<file path="config.mk">
export PLATFORM = sky130hd
export DESIGN_NAME = mouse_paddle_emu_flat
export DESIGN_NICKNAME = d
export VERILOG_FILES = /design/src/rtl/mouse_paddle_emu_if.sv /design/src/rtl/mouse_paddle_emu.sv /design/src/flat_wrapper.sv
export SDC_FILE = /design/constraint.sdc
export NUM_CORES = 1
export LEC_CHECK = 0
export BUFFER_PORTS_ARGS = -buffer_cell sky130_fd_sc_hd__buf_2
export CAP_MARGIN = 30
export CORE_UTILIZATION = 27
export DETAILED_ROUTE_END_ITERATION = 12
export SLEW_MARGIN = 20
export SYNTH_ARGS = -nofsm -noshare
export SYNTH_HDL_FRONTEND = slang
export SYNTH_SLANG_ARGS = --single-unit
</file>
<file path="constraint.sdc">
create_clock -name clk_sys -period 5.1 [get_ports clk_sys]
set_input_delay 0.51 -clock clk_sys [delete_from_list [all_inputs] [get_ports clk_sys]]
set_output_delay 0.51 -clock clk_sys [all_outputs]
set_load 0.1 [all_outputs]
</file>
<file path="src/rtl/mouse_paddle_emu_if.sv">
`timescale 1ns/1ps
`default_nettype none
// ============================================================================
// Module   : mouse_paddle_emu_if
// Purpose  : Bundles the PS/2 mouse packet, the analog stick and the mode
//            inputs together with the paddle outputs of mouse_paddle_emu.
// Ports    : ps2_mouse[24:0]  mouse packet (bit 24 toggles once per packet)
//            joya[15:0]       signed analog stick, [7:0] X, [15:8] Y
//            mode[1:0]        bit 0 spring-return, bit 1 invert Y
//            ax/ay[W-1:0]     signed paddle values
//            btn[2:0]         latched mouse buttons
//            mouse_active     mouse currently owns the axes
// Revision : 1.0  initial release
// ============================================================================
interface mouse_paddle_emu_if #(
  parameter int W = 8
);
  logic [24:0]         ps2_mouse;
  logic [15:0]         joya;
  logic [1:0]          mode;
  logic signed [W-1:0] ax;
  logic signed [W-1:0] ay;
  logic [2:0]          btn;
  logic                mouse_active;

  // master: the side that supplies mouse/stick/mode and observes the paddles
  modport master (
    output ps2_mouse, joya, mode,
    input  ax, ay, btn, mouse_active
  );

  // slave: the emulator itself
  modport slave (
    input  ps2_mouse, joya, mode,
    output ax, ay, btn, mouse_active
  );
endinterface
`default_nettype wire

</file>
<file path="src/rtl/mouse_paddle_emu.sv">
`timescale 1ns/1ps
`default_nettype none
// ============================================================================
// Module   : mouse_paddle_emu
// Purpose  : Turns relative PS/2 mouse motion into absolute signed paddle
//            positions. Each packet adds a scaled, clamped delta to a
//            saturating accumulator. Any non-centred analog stick takes the
//            axes back and clears the accumulators. An optional spring
//            return walks the accumulators one step toward zero every DECAY
//            cycles.
// Ports    : clk_sys          system clock
//            reset            synchronous, active-high reset
//            bus (slave)      ps2_mouse, joya, mode in; ax, ay, btn,
//                             mouse_active out (all outputs registered)
// Revision : 1.0  initial release
// ============================================================================
module mouse_paddle_emu #(
  parameter int W     = 8,
  parameter int DMAX  = 10,
  parameter int SHIFT = 1,
  parameter int DECAY = 65536
) (
  input  logic              clk_sys,
  input  logic              reset,
  mouse_paddle_emu_if.slave bus
);

  // Accumulation is done in W+2 bits so that acc + delta can never wrap
  // before the saturation test.
  localparam int c_aw = W + 2;
  localparam int c_cw = (DECAY > 1) ? $clog2(DECAY) : 1;

  localparam logic signed [c_aw-1:0] c_dmax = c_aw'(DMAX);
  localparam logic signed [c_aw-1:0] c_dmin = -c_aw'(DMAX);
  localparam logic signed [c_aw-1:0] c_amax = c_aw'((2 ** (W - 1)) - 1);
  localparam logic signed [c_aw-1:0] c_amin = c_aw'(-(2 ** (W - 1)));
  localparam logic [c_cw-1:0]        c_tc   = c_cw'(DECAY - 1);

  // {sign, byte} -> arithmetic shift -> clamp to +/-DMAX
  function automatic logic signed [c_aw-1:0] scale_clamp(
    input logic       sign,
    input logic [7:0] mag
  );
    logic signed [8:0]      raw;
    logic signed [8:0]      scaled;
    logic signed [c_aw-1:0] ext;
    raw    = {sign, mag};
    scaled = raw >>> SHIFT;
    ext    = {{(c_aw-9){scaled[8]}}, scaled};
    if (ext > c_dmax)      return c_dmax;
    else if (ext < c_dmin) return c_dmin;
    else                   return ext;
  endfunction

  function automatic logic signed [W-1:0] sat_add(
    input logic signed [W-1:0]    acc,
    input logic signed [c_aw-1:0] delta
  );
    logic signed [c_aw-1:0] sum;
    sum = {{2{acc[W-1]}}, acc} + delta;
    if (sum > c_amax)      return c_amax[W-1:0];
    else if (sum < c_amin) return c_amin[W-1:0];
    else                   return sum[W-1:0];
  endfunction

  // One step toward zero; zero stays put so it can never overshoot.
  function automatic logic signed [W-1:0] toward_zero(
    input logic signed [W-1:0] acc
  );
    if (acc == '0)    return acc;
    else if (acc[W-1]) return acc + W'(1);
    else              return acc - W'(1);
  endfunction

  // --------------------------------------------------------------------------
  // State
  // --------------------------------------------------------------------------
  logic                r_strobe;
  logic                r_active;
  logic signed [W-1:0] r_acc_x;
  logic signed [W-1:0] r_acc_y;
  logic [2:0]          r_btn;
  logic [c_cw-1:0]     r_cnt;
  logic signed [W-1:0] r_ax;
  logic signed [W-1:0] r_ay;

  // --------------------------------------------------------------------------
  // Next-state logic
  // --------------------------------------------------------------------------
  logic                   w_packet;
  logic                   w_joy;
  logic                   w_run;
  logic                   w_tc;
  logic signed [c_aw-1:0] w_dx;
  logic signed [c_aw-1:0] w_dy_raw;
  logic signed [c_aw-1:0] w_dy;
  logic signed [W-1:0]    w_joy_x;
  logic signed [W-1:0]    w_joy_y;
  logic                   w_active_nxt;
  logic [2:0]             w_btn_nxt;
  logic signed [W-1:0]    w_acc_x_nxt;
  logic signed [W-1:0]    w_acc_y_nxt;
  logic [c_cw-1:0]        w_cnt_nxt;
  logic                   w_unused;

  assign w_packet = bus.ps2_mouse[24] ^ r_strobe;
  assign w_joy    = |bus.joya;
  assign w_run    = bus.mode[0] & r_active;
  assign w_tc     = (r_cnt == c_tc);

  assign w_dx     = scale_clamp(bus.ps2_mouse[4], bus.ps2_mouse[15:8]);
  assign w_dy_raw = scale_clamp(bus.ps2_mouse[5], bus.ps2_mouse[23:16]);
  assign w_dy     = bus.mode[1] ? -w_dy_raw : w_dy_raw;

  // Stick bytes occupy the top 8 bits of the paddle word, low bits zero.
  assign w_joy_x  = W'(signed'(bus.joya[7:0]))  <<< (W - 8);
  assign w_joy_y  = W'(signed'(bus.joya[15:8])) <<< (W - 8);

  // The counter wraps regardless of whether its step was consumed.
  assign w_cnt_nxt = w_run ? (w_tc ? '0 : r_cnt + c_cw'(1)) : '0;

  // Priority: stick override, then packet, then spring step.
  always_comb begin
    w_active_nxt = r_active;
    w_btn_nxt    = r_btn;
    w_acc_x_nxt  = r_acc_x;
    w_acc_y_nxt  = r_acc_y;
    if (w_joy) begin
      w_active_nxt = 1'b0;
      w_btn_nxt    = '0;
      w_acc_x_nxt  = '0;
      w_acc_y_nxt  = '0;
    end else if (w_packet) begin
      w_active_nxt = 1'b1;
      w_btn_nxt    = bus.ps2_mouse[2:0];
      w_acc_x_nxt  = sat_add(r_acc_x, w_dx);
      w_acc_y_nxt  = sat_add(r_acc_y, w_dy);
    end else if (w_run && w_tc) begin
      w_acc_x_nxt  = toward_zero(r_acc_x);
      w_acc_y_nxt  = toward_zero(r_acc_y);
    end
  end

  // --------------------------------------------------------------------------
  // Registers
  // --------------------------------------------------------------------------
  always_ff @(posedge clk_sys) begin
    if (reset) begin
      // Loading the live strobe keeps the first post-reset edge packet-free.
      r_strobe <= bus.ps2_mouse[24];
      r_active <= 1'b0;
      r_acc_x  <= '0;
      r_acc_y  <= '0;
      r_btn    <= '0;
      r_cnt    <= '0;
      r_ax     <= '0;
      r_ay     <= '0;
    end else begin
      r_strobe <= bus.ps2_mouse[24];
      r_active <= w_active_nxt;
      r_acc_x  <= w_acc_x_nxt;
      r_acc_y  <= w_acc_y_nxt;
      r_btn    <= w_btn_nxt;
      r_cnt    <= w_cnt_nxt;
      r_ax     <= w_active_nxt ? w_acc_x_nxt : w_joy_x;
      r_ay     <= w_active_nxt ? w_acc_y_nxt : w_joy_y;
    end
  end

  assign bus.ax           = r_ax;
  assign bus.ay           = r_ay;
  assign bus.btn          = r_btn;
  assign bus.mouse_active = r_active;

  // Packet bits not used by the emulator.
  assign w_unused = &{1'b0, bus.ps2_mouse[7:6], bus.ps2_mouse[3]};

endmodule
`default_nettype wire

</file>
<file path="src/flat_wrapper.sv">
// flat-port wrapper written by rule: the top's interface ports become plain ports
module mouse_paddle_emu_flat 
#(
  parameter int W     = 8,
  parameter int DMAX  = 10,
  parameter int SHIFT = 1,
  parameter int DECAY = 65536
)
  (clk_sys, reset, bus_ps2_mouse, bus_joya, bus_mode, bus_ax, bus_ay, bus_btn, bus_mouse_active);
  mouse_paddle_emu_if #(.W(W)) bus_i ();
  input  logic clk_sys;
  input  logic reset;
  input wire logic [$bits(bus_i.ps2_mouse)-1:0] bus_ps2_mouse;
  input wire logic [$bits(bus_i.joya)-1:0] bus_joya;
  input wire logic [$bits(bus_i.mode)-1:0] bus_mode;
  output wire logic [$bits(bus_i.ax)-1:0] bus_ax;
  output wire logic [$bits(bus_i.ay)-1:0] bus_ay;
  output wire logic [$bits(bus_i.btn)-1:0] bus_btn;
  output wire logic [$bits(bus_i.mouse_active)-1:0] bus_mouse_active;
  assign bus_i.ps2_mouse = bus_ps2_mouse;
  assign bus_i.joya = bus_joya;
  assign bus_i.mode = bus_mode;
  assign bus_ax = bus_i.ax;
  assign bus_ay = bus_i.ay;
  assign bus_btn = bus_i.btn;
  assign bus_mouse_active = bus_i.mouse_active;
  mouse_paddle_emu #(.W(W), .DMAX(DMAX), .SHIFT(SHIFT), .DECAY(DECAY)) u_core (.clk_sys(clk_sys), .reset(reset), .bus(bus_i));
endmodule
</file>
======== After elaboration in Yosys (flattened, before gate mapping) ========
Cells that the tools add are included.
cells by class
  $add $sub $neg .......................... 8
  order comparisons ....................... 8
  equality and inequality tests ........... 1
  muxes and demuxes ....................... 23
  bitwise gates (word level) .............. 3
  reductions and logical operators ........ 6
operators by type and width
  cell                     number
  $mux W8                  16
  $mux W10                 5
  $add A10 B10 Y10         2
  $gt A10 B8 Y1 const B    2
  $lt A10 B8 Y1 const B    2
  $reduce_or A17 Y1        1
  $add A16 B1 Y16 const B  1
  $add A8 B2 Y8 const B    2
  $eq A16 B16 Y1 const B   1
  $gt A8 B5 Y1 const B     2
  $logic_not A8 Y1         2
  $lt A8 B5 Y1 const B     2
  $reduce_or A16 Y1        1
  $sub A8 B2 Y8 const B    2
  $neg A10 Y10             1
  $reduce_or A3 Y1         1
  $mux W1                  2
  $and A1 B1 Y1            1
  $logic_and A1 B1 Y1      1
  $not A1 Y1               1
  $xor A1 B1 Y1            1
word-level totals
  register bits after elaboration ......... 53
  input port bits ......................... 45
  output and inout port bits .............. 20
  logic and storage cells ................. 57

======== Depth between registers and ports, before layout ========
Gate-level depths: netlist of run 1.
  depth after elaboration ................. 12
  gate-level depth with buffers ........... 22
  depth with buffers taken out ............ 21

======== Worst setup path after synthesis of run 1 ========
Ideal clock, no wire load.
  kind .................................... input -> register
  start ................................... input bus_ps2_mouse[22]
  end ..................................... register u_core.r_ay[1], in the netlist u_core.bus.ay[1]
  setup time .............................. 0.117 ns
  arrival time ............................ 4.604 ns
  data required time ...................... 4.983 ns
  setup slack ............................. 0.379 ns
  stages .................................. 21
  buffers on the path ..................... 1
  cell sequence ........................... nand4_1 or2_2 ha_1 clkbuf_1 nor2_1 and2_1 inv_1 ha_1 nand2_1 nor4_1 nor3_1 o21ai_0 o21ai_0 ha_1 a21o_1 a311oi_1 o21ai_0 xnor2_1 o21ai_2 a211o_2 a32o_1
between the ends
  cells in the longest elaborated chain, start to end .. 12
  elaborated cells on any way between the ends .. 14
  those cells by class .................... 2 x add/sub; 4 x order compare; 8 x mux
ends and longest elaborated chain
  what                  RTL line                 text
  from (decl)           flat_wrapper.sv:13       input wire logic [$bits(bus_i.ps2_mouse)-1:0] bus_ps2_mouse;
  $lt A8 B5 Y1          mouse_paddle_emu.sv:51   else if (ext < c_dmin) return c_dmin;
  $mux W10              mouse_paddle_emu.sv:51
  $mux W10 *            mouse_paddle_emu.sv:50   if (ext > c_dmax) return c_dmax;
  $neg A10 Y10          mouse_paddle_emu.sv:113  assign w_dy = bus.mode[1] ? -w_dy_raw : w_dy_raw;
  $mux W10 *            mouse_paddle_emu.sv:113
  $add A10 B10 Y10 *    mouse_paddle_emu.sv:60   sum = {{2{acc[W-1]}}, acc} + delta;
  $lt A10 B8 Y1         mouse_paddle_emu.sv:62   else if (sum < c_amin) return c_amin[W-1:0];
  $mux W8               mouse_paddle_emu.sv:62
  $mux W8 *             mouse_paddle_emu.sv:61   if (sum > c_amax) return c_amax[W-1:0];
  $mux W8 *             mouse_paddle_emu.sv:133  end else if (w_packet) begin
  $mux W8 *             mouse_paddle_emu.sv:128  if (w_joy) begin
  $mux W8 *             mouse_paddle_emu.sv:166  r_ay <= w_active_nxt ? w_acc_y_nxt : w_joy_y;
  to (signal assigned)  mouse_paddle_emu.sv:166
  to (decl)             mouse_paddle_emu.sv:85   logic signed [W-1:0] r_ay;
Mark *: on every way between the ends. The rest lies on a longest branch, timed or not.
A chain may end at the register's enable or synchronous reset.

======== Worst setup path in the final report of run 1 ========
  start ................................... input bus_ps2_mouse[21]
  end ..................................... register u_core.r_ay[1], in the netlist u_core.bus.ay[1]
Same word-level chain as after synthesis.

==> results of run 1 <==
[final cells by class]
| cell class | instances | share of cell area [%] |
|---|---|---|
| Multi-Input combinational cell | 382 | 58.08 |
| Sequential cell | 53 | 22.96 |
| Timing Repair Buffer | 65 | 7.365 |
| Tap cell | 180 | 4.874 |
| Inverter | 38 | 3.087 |
| Clock buffer | 6 | 2.789 |
| Clock inverter | 2 | 0.8394 |
[layer usage]
layer	vias to the layer above	part of all wire, %	wire length [um]
met4	0	1.5	155
met5	-	0	0
li1	1886	-	-
met1	1791	46	4793
met3	17	5.3	558
met2	93	47	4955
[cells by family after synthesis]
logic type / after synthesis / synth area share [%]
flops: 53 / 27.14
xor+xnor: 36 / 8.064
fa+ha+maj: 40 / 13.57
mux: 3 / 0.8000
buf+inv: 50 / 4.800
simple gates: 167 / 22.21
compound gates: 136 / 23.42
[sequential cells by signal, indices dropped and copies added (netlist names)]
register,flops
u_core.bus.ax,8
u_core.bus.btn,3
u_core.bus.ay,8
u_core.bus.mouse_active,1
u_core.r_strobe,1
u_core.r_acc_y,8
u_core.r_acc_x,8
u_core.r_cnt,16
[final timing paths]
path | startpoint | endpoint
worst max-delay path | bus_ps2_mouse[21] | u_core.bus.ay[1]
worst min-delay path | bus_ps2_mouse[24] | u_core.r_strobe
worst max register to register | u_core.r_acc_x[0] | u_core.bus.ax[5]
worst min register to register | u_core.r_cnt[0] | u_core.r_cnt[0]
[worst max-delay path, stage by stage]
cell	delay (ns)
buf_2	0.18
nand4_1	0.11
or2_2	0.31
ha_1	0.46
nor2_1	0.08
and2_1	0.19
inv_1	0.06
ha_1	0.16
nand2_1	0.12
nor4_4	0.21
nor3_1	0.08
o21ai_0	0.14
o21ai_0	0.12
ha_1	0.36
nand4_1	0.12
a21oi_1	0.06
a311oi_1	0.37
o21ai_0	0.18
xnor2_1	0.17
buf_4	0.16
o21ai_2	0.07
a211o_2	0.38
a32o_1	0.27
[metrics by stage]
step | hold slack [ns] | power [mW]
floorplan | 0.4175 | 0.5874
global placement | 0.4306 | 0.6491
detailed placement | 0.4475 | 0.6527
CTS | 0.3737 | 1.039
global route | 0.3809 | 1.075
finish | 0.3767 | 1.033
[power by group through the flow]
stage                     sequential [mW]  combinational [mW]  clock, mW
after floorplan                     0.481               0.106          0
after global placement              0.433               0.216          0
after detailed placement            0.433               0.220          0
after CTS                           0.423               0.221      0.395
after global routing                0.424               0.241      0.410
final                               0.423               0.222      0.388
[cell usage in the layout (no fill, tap or decap), types with 4 or more instances in the layout]
cell type	Yosys	layout
a211oi_1	8	8
a21o_1	10	10
a21oi_1	44	44
and3_1	5	5
buf_2	0	59
buf_4	0	6
clkbuf_16	0	5
dfxtp_1	53	53
fa_1	4	4
ha_1	36	36
inv_1	38	38
nand2_1	29	29
nand2b_1	12	12
nand3_1	9	9
nand4_1	9	9
nor2_1	47	47
nor2b_1	8	8
nor3_1	15	15
nor3b_1	4	4
nor4_1	8	7
o21ai_0	25	25
o2bb2ai_1	4	4
o32ai_1	10	10
or3_1	5	5
xnor2_1	20	19
xor2_1	16	16
==> impl_metrics.py, run 1 <==
metrics = {
    "yosys": {
        "synth_flop_cell": "dfxtp_1",
        "yosysWarnings": 0,
        "yosysSeqAreaShare_pct": 27.14,
        "synth_async_sr_flop_share_pct": 0,
        "synthCells": 485,
        "synth_area_leader_cell": "dfxtp_1",
        "synth_edf_count": 0,
        "yosys_register_bits": 53,
        "synthTopCellsByArea": "dfxtp_1 27%, ha_1 12%, a21oi_1 5.6%, nor2_1 4.5%, xnor2_1 4.5%",
        "synthTopCellsByCount": "53 x dfxtp_1, 47 x nor2_1, 44 x a21oi_1, 38 x inv_1, 36 x ha_1",
        "synth_area_um2": 3910,
        "synth_top_area_share_pct": 27.14,
        "avgSynthCellArea_um2": 8.062,
        "synth_fp_nets": 570,
        "synth_cell_types": 64,
        "synth_most_common_cell": "dfxtp_1",
    },
    "floorplanning": {
        "start_util_pct": 27.95,
        "core_um2": 13990,
        "rows": 43,
        "die_w_um": 122.3,
        "die-area_um2": 14970,
        "die_h_um": 122.3,
        "io_pins": 65,
    },
    "timing": {
        "period_needed_ns": 4.670,
        "max_freq_mhz": 214.1,
        "skew_ns": 0.01444,
        "setup_viol": 0,
        "rsz0062_at_grt": "false",
        "fin_setup_tns_ns": 0,
        "worst_slack_ns": 0.4303,
        "drv_slew": 0,
        "tightest_slew_ns": 0.9077,
        "hold_violations": 0,
        "slew_headroom_pct": 39.19,
        "post-route-period-util_pct": 91.56,
    },
    "clock_network": {
        "postCtsSetupBuffers": 0,
        "cts_buffers": 5,
        "cts_resized": 0,
        "clock-root-buffer": "clkbuf_16",
        "cts_hold_buf": 0,
        "clk_latency_ns": 0.30,
        "cts.sinks": 53,
        "clk_pin_slew_worst_paths_ns": 0.07,
        "htree_levels": 2,
        "cts_tree": "yes",
        "clk_path_buf_depth": 2,
    },
    "power": {
        "ir_drop_uv": 121.3,
        "switching_share_pct": 29.90,
        "power_density_nw_per_um2": 223.6,
        "power.internal_mw": 0.7242,
        "p_clk_share_pct": 37.5,
        "power.switching_mw": 0.3089,
        "power_leakage_nw": 1.956,
        "p_comb_share_pct": 21.5,
        "power_frac_seq_pct": 41.0,
    },
    "routing": {
        "drc": 0,
        "viasPerCell": 5.216,
        "wl_per_cell_um": 14.41,
        "drt-total-wl_mm": 10.46,
        "drt_iter0_markers": 205,
        "postRouteAntennaNets": 0,
        "first_pass_iters": 5,
        "vias": 3787,
    },
    "worst_setup_path": {
        "regToRegSetupSlack_ns": 2.17,
        "arrival_ns": 4.85,
        "critPathKind": "in -> reg",
        "start_kind": "input pin",
        "crit_fanout": 8,
        "critPathCaptureType": "register",
        "cp_data_required_time_ns": 5.28,
        "reg2regPathDepth": 11,
    },
    "global_routing": {
        "grt_pass1_wl_mm": 17.52,
        "use_met2_pct": 24.93,
        "met1_usage_pct": 18.52,
        "antenna_found_initial": 0,
        "grt_max_degree": 23,
        "met3_usage_pct": 2.138,
        "track_usage_pct": 14.43,
        "gr-max-usage-layer": "met2",
        "grt-ovfl-total": 0,
        "grt_pass1_vias": 3816,
    },
    "final_layout": {
        "multi_input_area_um2": 2684,
        "n_fill_cell": 1499,
        "area_growth_pct": 18.18,
        "final_cells": 726,
        "drive_gt1_share_pct": 16.67,
        "antenna_cells": 0,
        "final_util_pct": 33.03,
        "num-nets-final": 630,
        "final_area_um2": 4621,
        "ff_latch_area_um2": 1061,
    },
    "run": {
        "cap_violations": 0,
    },
    "placed_design": {
        "dp_hpwl_mm": 8.208,
        "dp_cells": 718,
        "placed_area_um2": 4438,
        "io_buffer_count": 59,
        "gp_congestion": 0.8683,
        "place_ws_ns": 0.02797,
    },
    "status": {
        "status": "finished, final reports clean",
    },
    "worst_hold_path": {
        "hold_depth": 1,
        "hp-class": "in -> reg",
    },
}
Note: power is estimated with default switching activity, not from simulation.
==> inputs of run 2 (changes only) <==
- CORE_ASPECT_RATIO: not set -> 0.5
==> run 2 against run 1 <==
First-iteration DRC count is 28% lower. Global-route usage decreased by 1.2 points. Die area rose by 0.20%. Cell count increased by 1.7%. Wire length down 6.6%.
==> impl_metrics.py, run 2 (synthesized netlist as in run 1, its figures left out) <==
metrics = {
    "clock_network": {
        "clk_pin_slew_worst_paths_ns": 0.07,
        "clk_latency_ns": 0.29,
        "cts_tree": "yes",
        "cts.sinks": 53,
        "cts_hold_buf": 0,
        "cts_resized": 0,
        "cts_buffers": 5,
        "clock-root-buffer": "clkbuf_16",
        "clk_path_buf_depth": 2,
        "htree_levels": 2,
        "postCtsSetupBuffers": 0,
    },
    "final_layout": {
        "final_cell_mix": "59 x buf_2, 53 x dfxtp_1, 47 x nor2_1, 44 x a21oi_1, 38 x inv_1",
        "regMostFlops": "u_core.r_cnt",
        "drive_gt1_share_pct": 16.30,
        "ff_latch_area_um2": 1061,
        "multi_input_area_um2": 2661,
        "n_fill_cell": 1466,
        "largest_reg_flops": 16,
        "antenna_cells": 0,
        "area_growth_pct": 17.98,
        "num-nets-final": 630,
        "final_common_cell": "buf_2",
    },
    "timing": {
        "slew_headroom_pct": 44.73,
        "drv_slew": 0,
        "skew_ns": 0.007380,
        "period_needed_ns": 4.654,
        "setup_viol": 0,
        "holdWs_ns": 0.3677,
        "max_freq_mhz": 214.9,
        "worst_slack_ns": 0.4457,
        "post-route-period-util_pct": 91.26,
        "tightest_slew_ns": 0.8262,
        "rsz0062_at_grt": "false",
        "fin_setup_tns_ns": 0,
        "hold_violations": 0,
    },
    "run": {
        "cap_violations": 0,
    },
    "worst_setup_path": {
        "path_cells": "buf_2 -> nand4_1 -> or2_2 -> ha_1 -> nor2_1 -> and2_1 -> inv_1 -> ha_1 -> nand2_1 -> nor4_1 -> nor3_1 -> o21ai_0 -> o21ai_0 -> ha_1 -> nand4_1 -> a21oi_1 -> a311oi_1 -> o21ai_0 -> xnor2_1 -> buf_4 -> a21oi_4 -> a211o_2 -> a32o_1",
        "crit_path_max_incr_delay_ns": 0.38,
        "critPathCaptureType": "register",
        "path_buf_inv": 3,
        "start_kind": "input pin",
        "cp_slowest_cell": "ha_1",
        "crit_fanout": 7,
        "critPathTopFamily": "compound AO/OA/AOI/OAI gates",
        "critPathKind": "in -> reg",
        "cp_data_required_time_ns": 5.28,
        "arrival_ns": 4.84,
    },
    "floorplanning": {
        "die_h_um": 87.10,
        "core_um2": 13850,
        "io_pins": 65,
        "start_util_pct": 28.23,
        "die_w_um": 172.2,
        "die-area_um2": 15000,
        "rows": 30,
    },
    "global_routing": {
        "grt_pass1_vias": 3377,
        "grt-ovfl-total": 0,
        "track_usage_pct": 13.19,
        "grt_max_degree": 22,
        "grt_pass1_wl_mm": 15.95,
        "antenna_found_initial": 0,
    },
    "routing": {
        "wl_per_cell_um": 13.24,
        "postRouteAntennaNets": 0,
        "first_pass_iters": 5,
        "drc": 0,
        "vias": 3633,
        "drt_iter0_markers": 147,
        "viasPerCell": 4.923,
        "drt-total-wl_mm": 9.768,
    },
    "placed_design": {
        "place_ws_ns": 0.1745,
        "gp_congestion": 0.7957,
        "io_buffer_count": 59,
        "dp_hpwl_mm": 7.823,
    },
    "worst_hold_path": {
        "hp-class": "in -> reg",
    },
    "power": {
        "ir_drop_uv": 118.0,
        "power_density_nw_per_um2": 222.0,
        "power_leakage_nw": 1.948,
    },
    "status": {
        "status": "finished, final reports clean",
    },
}
[run 2: cell type report]
cell class | instances | area share (%)
Multi-Input combinational cell | 382 | 57.69
Sequential cell | 53 | 23.00
Timing Repair Buffer | 65 | 7.377
Tap cell | 192 | 5.207
Inverter | 38 | 3.092
Clock buffer | 6 | 2.794
Clock inverter | 2 | 0.8408
[run 2: layer usage]
| layer | part of all wire (%) | global-route usage, % |
|---|---|---|
| met5 | 0 | 0 |
| met4 | 0.82 | 2.655 |
| met3 | 2.7 | 1.227 |
| met2 | 45 | 22.95 |
| met1 | 51 | 17.82 |
[run 2: power breakdown]
group / leakage [nW] / internal, mW / total [mW] / switching [mW]
Sequential: 0.432 / 0.421 / 0.423 / 0.00186
Combinational: 1.44 / 0.0695 / 0.218 / 0.149
Clock: 0.0810 / 0.233 / 0.383 / 0.150
Total: 1.95 / 0.723 / 1.02 / 0.301
[run 2: worst paths after layout]
path	startpoint	to	slack, ns	depth (start not counted)
worst max-delay path	bus_ps2_mouse[21]	u_core.bus.ay[1]	0.45	23
worst min-delay path	bus_ps2_mouse[24]	u_core.r_strobe	0.37	1
worst max register to register	u_core.r_acc_x[0]	u_core.bus.ax[4]	2.23	11
worst min register to register	u_core.bus.btn[1]	u_core.bus.btn[1]	0.45	2
[run 2: through the flow]
step / cell area [um^2] / util, % / total power [mW] / std cells
after floorplan: 3910 / - / 0.5874 / 485
after global placement: 4446 / 32.10 / 0.6481 / 730
after detailed placement: 4446 / 32.10 / 0.6503 / 730
after CTS: 4613 / 33.31 / 1.029 / 738
after global routing: 4613 / 33.31 / 1.066 / 738
final: 4613 / 33.31 / 1.024 / 738
==> inputs of run 3 (changes only) <==
- ABC_AREA: not set -> 1
- ABC_CLOCK_PERIOD_IN_PS: not set -> 5100
==> run 3 against run 2 <==
Register-to-register slack improved by 0.26 ns. Power decreased by 0.23%. Maximum frequency increased by 11%. Area after synthesis increased by 2.5%. Hold slack got worse by 0.028 ns. Wire length decreased by 4.1%. Utilization decreased by 0.88 points. Setup slack improved by 0.45 ns. Via count increased by 6.1%. Critical path type unchanged. Largest power group unchanged. Highest routed layer unchanged.
==> impl_metrics.py, run 3 <==
metrics = {
    "worst_setup_path": {
        "crit_fanout": 7,
        "reg2regPathDepth": 14,
        "endpoint": "u_core.bus.ay[4]",
        "timing.rr.end": "u_core.bus.ay[7]",
        "regToRegSetupSlack_ns": 2.49,
        "arrival_ns": 4.36,
        "critPathKind": "in -> reg",
        "cp_slowest_cell": "or4_1",
        "critPathLaunch": "bus_ps2_mouse[21]",
        "critPathCaptureType": "register",
        "r2r-start": "u_core.r_acc_y[7]",
        "start_kind": "input pin",
        "crit_path_max_incr_delay_ns": 0.52,
        "cp_data_required_time_ns": 5.26,
    },
    "yosys": {
        "synthTopCellsByArea": "dfxtp_1 26%, ha_1 11%, nand2_1 11%, a21oi_1 8.1%, inv_1 7.4%",
        "synth_edf_count": 0,
        "synth_area_um2": 4008,
        "synth_top_area_share_pct": 26.48,
        "synth_flop_cell": "dfxtp_1",
        "synthCells": 589,
        "yosysSeqAreaShare_pct": 26.48,
        "synth_cell_types": 45,
        "synth_async_sr_flop_share_pct": 0,
        "synth_most_common_cell": "nand2_1",
        "synth_fp_nets": 674,
        "avgSynthCellArea_um2": 6.804,
        "synth_area_leader_cell": "dfxtp_1",
        "yosysWarnings": 0,
        "synthTopCellsByCount": "115 x nand2_1, 79 x inv_1, 65 x a21oi_1, 62 x nor2_1, 53 x dfxtp_1",
        "yosys_register_bits": 53,
    },
    "status": {
        "status": "finished, final reports clean",
    },
    "placed_design": {
        "gp_congestion": 0.7879,
        "placed_area_um2": 4518,
        "dp_hpwl_mm": 7.401,
        "place_ws_ns": 0.6052,
        "io_buffer_count": 59,
    },
    "final_layout": {
        "area_growth_pct": 17.08,
        "final_common_cell": "nand2_1",
        "regMostFlops": "u_core.r_cnt",
        "drive_gt1_share_pct": 14.20,
        "largest_reg_flops": 16,
        "final_area_um2": 4692,
        "antenna_cells": 0,
        "final_cell_mix": "115 x nand2_1, 79 x inv_1, 65 x a21oi_1, 62 x nor2_1, 59 x buf_2",
        "num-nets-final": 732,
    },
    "timing": {
        "max_freq_mhz": 238.1,
        "post-route-period-util_pct": 82.34,
        "tightest_slew_ns": 0.6588,
        "period_needed_ns": 4.199,
        "fin_setup_tns_ns": 0,
        "drv_slew": 0,
        "hold_violations": 0,
        "skew_ns": 0.01195,
        "setup_viol": 0,
        "rsz0062_at_grt": "false",
        "worst_slack_ns": 0.9006,
        "holdWs_ns": 0.3394,
        "slew_headroom_pct": 55.81,
    },
    "clock_network": {
        "clk_pin_slew_worst_paths_ns": 0.07,
        "cts_tree": "yes",
        "postCtsSetupBuffers": 0,
        "clk_path_buf_depth": 2,
        "cts_resized": 0,
        "htree_levels": 2,
        "cts_hold_buf": 0,
        "cts_buffers": 5,
        "clock-root-buffer": "clkbuf_16",
        "clk_latency_ns": 0.29,
        "cts.sinks": 53,
    },
    "worst_hold_path": {
        "hp-class": "in -> reg",
    },
    "power": {
        "power_mw": 1.022,
        "ir_drop_uv": 129.5,
        "power_leakage_nw": 2.246,
        "power_density_nw_per_um2": 217.8,
    },
    "floorplanning": {
        "rows": 31,
        "core_um2": 14470,
        "start_util_pct": 27.70,
        "die-area_um2": 15360,
        "die_h_um": 88.15,
        "io_pins": 65,
        "die_w_um": 174.3,
    },
    "global_routing": {
        "track_usage_pct": 12.45,
        "grt-ovfl-total": 0,
        "antenna_found_initial": 0,
        "grt_max_degree": 27,
        "grt_pass1_vias": 3595,
        "grt_pass1_wl_mm": 15.94,
    },
    "routing": {
        "wl_per_cell_um": 11.07,
        "drt_iter0_markers": 147,
        "postRouteAntennaNets": 0,
        "drt-total-wl_mm": 9.369,
        "vias": 3856,
        "drc": 0,
        "first_pass_iters": 4,
        "viasPerCell": 4.558,
    },
    "run": {
        "cap_violations": 0,
    },
}
-- run 3: changes by cell type after synthesis, sizes merged, moves of 8 or more --
cell,before,now
a211oi,9,1
a21o,10,2
a21oi,45,67
inv,38,87
nand2,30,119
nand2b,12,0
nand3,9,38
nor2,47,65
nor2b,8,0
o32ai,10,0
xnor2,20,9
-- run 3: kinds of logic (layout without fill, tap and decap cells) --
| kind of cell | after synthesis | count (layout) | share of synthesized area [%] |
|---|---|---|---|
| compound gates | 104 | 104 | 14.21 |
| flops | 53 | 53 | 26.48 |
| simple gates | 268 | 268 | 30.91 |
| fa+ha+maj | 40 | 40 | 13.24 |
| xor+xnor | 28 | 28 | 6.119 |
| buf+inv | 96 | 155 | 9.054 |
-- run 3: final cells by class --
type,instances,area (um^2)
clock buffers,5,125.1
clock inverters,3,48.80
fillers,1569,9776
repair buffers,59,295.3
well taps,198,247.7
flip-flops and latches,53,1061
inverters,88,330.3
multi-input cells,440,2584
-- run 3: worst min path at each step --
stage / from / end / slack (ns) / cells past startpoint
floorplan: u_core.r_cnt[0] / u_core.r_cnt[0] / 0.42 / 1
global route: bus_ps2_mouse[24] / u_core.r_strobe / 0.34 / 1
detailed placement: u_core.r_cnt[0] / u_core.r_cnt[0] / 0.44 / 1
CTS: bus_ps2_mouse[24] / u_core.r_strobe / 0.34 / 1
finish: bus_ps2_mouse[24] / u_core.r_strobe / 0.34 / 1
global placement: u_core.r_cnt[0] / u_core.r_cnt[0] / 0.43 / 1
-- run 3: worst max-delay path, delay by kind of cell --
| kind | cells | cell delay, ns |
|---|---|---|
| adders and majority gates | 3 | 0.83 |
| and+or+nand+nor | 16 | 2.22 |
| buffers and inverters | 7 | 0.44 |
| xor gates and xnor gates | 1 | 0.13 |
| AOI/OAI and AO/OA | 2 | 0.24 |
-- run 3: through the flow --
step / utilization, % / cells
2_1_floorplan: - / 589
3_3_place_gp: 31.23 / 838
3_5_place_dp: 31.23 / 838
4_1_cts: 32.43 / 846
5_1_grt: 32.43 / 846
6_report: 32.43 / 846
-- run 3: layer usage --
metal  track usage (%)  vias up  part of all wire, %
met3             1.432       10                  2.1
met1             15.16     1760                   48
li1                  -     2044                    -
met2             23.54       42                   49
met4             3.270        0                  1.2
met5                 0        -                    0
-- run 3: where the power goes --
group	internal (mW)	leakage (nW)	switching, mW
combinational	0.0585	1.73	0.145
sequential	0.421	0.432	0.00177
clock	0.235	0.0819	0.161
